--- config.mk ---
export PLATFORM = sky130hd
export DESIGN_NAME = dmem_arbiter
export DESIGN_NICKNAME = d
export VERILOG_FILES = /design/src/rtl/dmem_pkg.sv /design/src/rtl/rr_arb2.sv /design/src/rtl/dmem_arbiter.sv
export SDC_FILE = /design/constraint.sdc
export NUM_CORES = 1
export LEC_CHECK = 0
export ABC_AREA = 0
export BUFFER_PORTS_ARGS = -buffer_cell sky130_fd_sc_hd__buf_4
export CORE_AREA = 4 4 116 118
export DETAILED_ROUTE_END_ITERATION = 8
export DIE_AREA = 0 0 120 122
export GPL_ROUTABILITY_DRIVEN = 1
export PLACE_DENSITY_LB_ADDON = 0.1
export SYNTH_ARGS = -nofsm -noshare
export SYNTH_HDL_FRONTEND = slang
export SYNTH_SLANG_ARGS = --single-unit
--- constraint.sdc ---
create_clock -name SYS_clk -period 1.9 [get_ports SYS_clk]
set_clock_uncertainty 0.15 [all_clocks]
set_input_delay 0 -clock SYS_clk [delete_from_list [all_inputs] [get_ports SYS_clk]]
set_output_delay 0 -clock SYS_clk [all_outputs]
set_load 0.01 [all_outputs]
--- src/rtl/dmem_pkg.sv ---
// Shared definitions for the data-memory arbiter: owner encoding and
// default sizes used by the arbiter and its round-robin picker.
package dmem_pkg;

    localparam int DEF_ADDR_W    = 32;
    localparam int DEF_DATA_W    = 32;
    localparam int DEF_MEM_DEPTH = 256;
    localparam int DEF_MAX_BURST = 4;

    // Owner of the memory port during the previous cycle.
    typedef enum logic [1:0] {
        IDLE  = 2'd0,
        OWN_A = 2'd1,
        OWN_B = 2'd2
    } owner_t;

endpackage

--- src/rtl/rr_arb2.sv ---
// Two-way round-robin picker. A locked owner keeps the grant while it
// still has burst room; otherwise ties go to the port that did not win last.
module rr_arb2
    import dmem_pkg::*;
(
    input  logic   a_req,
    input  logic   b_req,
    input  logic   a_lock,
    input  logic   b_lock,
    input  owner_t owner,
    input  owner_t last_owner,
    input  logic   burst_room,
    output logic   gnt_a,
    output logic   gnt_b
);

    // Combinational grant decision; at most one grant, only with a request.
    always_comb begin
        gnt_a = 1'b0;
        gnt_b = 1'b0;
        if (a_req && !b_req) begin
            gnt_a = 1'b1;
        end else if (b_req && !a_req) begin
            gnt_b = 1'b1;
        end else if (a_req && b_req) begin
            if (owner == OWN_A && a_lock && burst_room) begin
                gnt_a = 1'b1;
            end else if (owner == OWN_B && b_lock && burst_room) begin
                gnt_b = 1'b1;
            end else if (last_owner == OWN_A) begin
                gnt_b = 1'b1;
            end else begin
                gnt_a = 1'b1;
            end
        end
    end

endmodule

--- src/rtl/dmem_arbiter.sv ---
// Shares the single-port data memory between port A (CPU) and port B
// (DMA/debug). One access per cycle, responses registered one cycle later.
module dmem_arbiter
    import dmem_pkg::*;
#(
    parameter int ADDR_W    = DEF_ADDR_W,
    parameter int DATA_W    = DEF_DATA_W,
    parameter int MEM_DEPTH = DEF_MEM_DEPTH,
    parameter int MAX_BURST = DEF_MAX_BURST
) (
    input  logic              SYS_clk,
    input  logic              SYS_rst_n,

    input  logic              A_req,
    input  logic              A_we,
    input  logic              A_lock,
    input  logic [ADDR_W-1:0] A_addr,
    input  logic [DATA_W-1:0] A_wdata,
    output logic              A_gnt,
    output logic              A_rvalid,
    output logic [DATA_W-1:0] A_rdata,
    output logic              A_err,

    input  logic              B_req,
    input  logic              B_we,
    input  logic              B_lock,
    input  logic [ADDR_W-1:0] B_addr,
    input  logic [DATA_W-1:0] B_wdata,
    output logic              B_gnt,
    output logic              B_rvalid,
    output logic [DATA_W-1:0] B_rdata,
    output logic              B_err,

    output logic [ADDR_W-1:0] DMEM_address,
    output logic [DATA_W-1:0] DMEM_data_in,
    output logic              DMEM_mem_write,
    output logic              DMEM_mem_read,
    input  logic [DATA_W-1:0] DMEM_data_out
);

    localparam int                CNT_W     = $clog2(MAX_BURST + 1);
    localparam logic [CNT_W-1:0]  BURST_MAX = CNT_W'(MAX_BURST);
    localparam logic [ADDR_W-1:0] DEPTH_LIM = ADDR_W'(MEM_DEPTH);

    owner_t           owner;
    owner_t           last_owner;
    logic [CNT_W-1:0] burst_cnt;

    logic a_oor;
    logic b_oor;
    logic burst_room;
    logic same_locked;

    assign a_oor      = (A_addr >= DEPTH_LIM);
    assign b_oor      = (B_addr >= DEPTH_LIM);
    assign burst_room = (burst_cnt < BURST_MAX);

    rr_arb2 u_rr_arb2 (
        .a_req      (A_req),
        .b_req      (B_req),
        .a_lock     (A_lock),
        .b_lock     (B_lock),
        .owner      (owner),
        .last_owner (last_owner),
        .burst_room (burst_room),
        .gnt_a      (A_gnt),
        .gnt_b      (B_gnt)
    );

    // Repeat grant to a locked owner extends the current burst.
    assign same_locked = (A_gnt && owner == OWN_A && A_lock) ||
                         (B_gnt && owner == OWN_B && B_lock);

    // Memory-side mux; out-of-range accesses are granted but never reach memory.
    always_comb begin
        DMEM_address   = '0;
        DMEM_data_in   = '0;
        DMEM_mem_write = 1'b0;
        DMEM_mem_read  = 1'b0;
        if (A_gnt) begin
            DMEM_address   = A_addr;
            DMEM_data_in   = A_wdata;
            DMEM_mem_write = A_we && !a_oor;
            DMEM_mem_read  = !A_we && !a_oor;
        end else if (B_gnt) begin
            DMEM_address   = B_addr;
            DMEM_data_in   = B_wdata;
            DMEM_mem_write = B_we && !b_oor;
            DMEM_mem_read  = !B_we && !b_oor;
        end
    end

    // Owner FSM, burst counter and registered responses.
    always_ff @(posedge SYS_clk) begin
        if (!SYS_rst_n) begin
            owner      <= IDLE;
            last_owner <= OWN_B;
            burst_cnt  <= '0;
            A_rvalid   <= 1'b0;
            A_rdata    <= '0;
            A_err      <= 1'b0;
            B_rvalid   <= 1'b0;
            B_rdata    <= '0;
            B_err      <= 1'b0;
        end else begin
            if (A_gnt) begin
                owner      <= OWN_A;
                last_owner <= OWN_A;
            end else if (B_gnt) begin
                owner      <= OWN_B;
                last_owner <= OWN_B;
            end else begin
                owner      <= IDLE;
            end

            if (same_locked) begin
                if (burst_cnt < BURST_MAX) begin
                    burst_cnt <= burst_cnt + 1'b1;
                end
            end else if (A_gnt || B_gnt) begin
                burst_cnt <= CNT_W'(1);
            end else begin
                burst_cnt <= '0;
            end

            A_rvalid <= A_gnt;
            A_err    <= A_gnt && a_oor;
            A_rdata  <= (A_gnt && !A_we && !a_oor) ? DMEM_data_out : '0;
            B_rvalid <= B_gnt;
            B_err    <= B_gnt && b_oor;
            B_rdata  <= (B_gnt && !B_we && !b_oor) ? DMEM_data_out : '0;
        end
    end

endmodule

==> impl_results.md <==
* Critical path, cell by cell: and4bb_2, o221ai_4, and2_4, inv_8, buf_12, a22o_4, buf_6
* Critical path startpoint category: flip-flop
* Period minus WS final at 2.088 ns
* Yosys top cell area share at a little under 50%
* Drt drc at 0
* Footprint of the multi-input gates at 1394 µm²
* Combinational share of power at 25.3%
* Register area share after synthesis at 48.13%
* Drt pass-1 iters at 4
* Synth area leader: dfxtp_1
* Total CTS buffers at 9
* Die footprint at 14,640 µm²
* CTS H-tree lvls at 3
* # IOs at between 300 and 400
* Power per Cell Area at between 600 and 700 nW/µm²
* Unrepaired setup endpoints after global routing: yes
* EDFF count, synth at 0
* Global-route wire length before repair at roughly 21,000 µm
* Setup CP Type: flip-flop to primary output
* CP max-delay cell: dfxtp_2
* VDD IR max at 0.0003894 V
* Vias at ~3,800
* Final Util at between 50% and 60%
* Netlist cell types at 37
* Number of global-route vias before repair at 3,999
* Largest net degree at the start of global routing at 36
* Antenna Cells at 0
* Fill cells at 1,128
* Commonest non-fill, non-tap cell in the layout: buf_4
* Static leakage at about 3.4 nW
* Share of cells above drive strength 1 at 54.34%
* Sequential share of power at 35.0%
* Sw Ratio at 24.01%
* Max_slew headroom at 75.07%
* Sw Pwr at 1.077 mW
* Initial Utilization at 24.69%
* Final setup fails at just under 100
* CTS Root Cell: clkbuf_16
* DP HPWL at 10,970 µm
* TritonCTS clock tree: built
* Storage element area at 1484 µm²
* M1 GR Usage at 21.64%
* Final Worst Setup Slack at -0.1880 ns
* Met2 Track Usage GR at 33.05%
* Worst Setup End Kind: primary output
* Commonest cells after routing, fill and taps aside: 248 x buf_4, 72 x dfxtp_1, 72 x buf_6
* Violated checks: setup timing
* Final instance area at 6890 µm²
* Syn avg cell area at 9.679 µm²
* Final Hold Vio Count at 0
* Final wirelength at around 15,000 µm
* #FFs+latches synth at between 70 and 80
* Number of nets in the layout at approximately 840
* Dpl cells at 781
* Area growth, synth to finish at 123.9%
* Warnings from Yosys at 0
* Syn nets at 487
* Post-Syn Instances at 318
* Crit path DAT at 1.94 ns
* Worst min path class: primary input to flip-flop
* Slew Limit Fails at 0
* Fmax at 478.9 MHz
* Most used routing layer: met2
* Total track usage at 18.68%
* Row count at just over 40
* Grt met3 use at under 10%
* Worst Path Required at 1.75 ns
* Final cell count without fillers at 851
* Routed Antenna Nets at 0
* Max_cap viols at 0
* Port bufs at 303
* Skew-Pair Late Insertion Delay at approximately 0.32 ns
* CTS clk-pin slew, worst paths at 0.05 ns
* Routability cong. at 0.8321
* Placed inst area at 5583 µm²
* Worst path max stage delay at 0.35 ns
* Clock buffer depth at 2
* Pint at 3.409 mW
* Outcome: complete, but fails checks
* Core area at 12,470 µm²
* DIE WIDTH at 120 µm
* Crit-path max FO at 9
* Ys async rst share at 0%
* DR iter-0 viols at between 100 and 150
* TNS Setup at -13.69 ns
* Post-Syn Area at 3078 µm²
* Post-DR wirelength/cell at roughly 17 µm
* DR vias/cell at 4.479
* Tcrit/Tclk final at 109.9%
* Clock share of power at 39.7%
* Top cells by area, synth: dfxtp_1 48%, a22o_1 18%, and2_1 6.9%, nor3_1 5.2%, inv_1 4.0%
* CTS Sinks at 74
* Place WS at -0.01483 ns
* Slew @ Worst Pin at ~0.37 ns
* Synth Flop Type: dfxtp_1
* Die H at 122 µm
* Initial antenna violation count at 0
* Total grt overflow at 0
-- cell usage after synthesis, types with 3 or more instances --
cell	count
a22o_1	64
and2_1	34
buf_2	4
buf_4	4
buf_6	3
clkbuf_1	15
dfxtp_1	74
inv_1	33
nand2_1	4
nand3_1	3
nor2_1	4
nor3_1	32
nor4_1	12
-- cell families after synthesis --
group / count (synthesis) / synth area share [%]
DFF: 74 / 48.13
xor gates and xnor gates: 1 / 0.2846
AOI/OAI and AO/OA: 77 / 22.68
and+or+nand+nor: 103 / 19.31
adders and majority gates: 1 / 0.4064
muxes: 1 / 0.3658
buffers and inverters: 61 / 8.821
-- through the flow --
step,total power [mW],hold WS (ns)
after global placement,2.490,0.06312
after CTS,4.510,0.03538
after floorplan,1.926,-0.04248
after detailed placement,2.491,0.06547
after global routing,4.666,0.06407
final,4.486,0.03706
-- final timing paths --
| check | startpoint | to | slack (ns) | cells past startpoint |
|---|---|---|---|---|
| max | A_rvalid | DMEM_data_in[17] | -0.19 | 7 |
| min reg2reg | last_owner[1] | last_owner[1] | 0.33 | 2 |
| min | A_req | A_rvalid | 0.04 | 4 |
| max reg2reg | A_rvalid | B_rdata[4] | -0.12 | 8 |
-- layer usage --
metal | part of all wire [%] | vias up
met4 | 2.3 | 0
li1 | - | 1848
met5 | 0 | -
met2 | 52 | 166
met3 | 7.6 | 24
met1 | 38 | 1774
-- what timing repair did --
action,4_1_cts,5_1_grt
resized for setup,90,11
setup endpoints to repair,88,103
cloned,6,2
setup buffers,2,4
pin swaps,6,1
endpoints found under the hold margin,73,0
hold buffers,41,0
-- power groups by stage --
stage                     registers, mW  clock network, mW  logic [mW]
after floorplan                    1.60                  0       0.322
after global placement             1.60                  0       0.888
after detailed placement           1.60                  0       0.888
after CTS                          1.57               1.82        1.12
after global routing               1.57               1.89        1.20
final                              1.57               1.78        1.14
-- state kept, by name, indices dropped and copies added (netlist names) --
register,cells
B_err,1
burst_cnt,3
A_err,1
A_rvalid,1
A_rdata,32
B_rdata,32
B_rvalid,1
owner,1
last_owner,2
-- layout make-up --
cell class	count	area share, %
Clock buffer	9	3.269
Clock inverter	6	1.307
Inverter	35	2.088
Multi-Input combinational cell	183	20.23
Sequential cell	74	21.54
Tap cell	172	3.123
Timing Repair Buffer	372	48.45
-- worst max-delay path, delay by kind of cell (launching register included) --
family,cells,cell delay [ns]
flops,1,0.35
compound gates,2,0.45
simple gates,2,0.48
buf+inv,3,0.34
No activity file was read; power rests on OpenSTA's default activity.
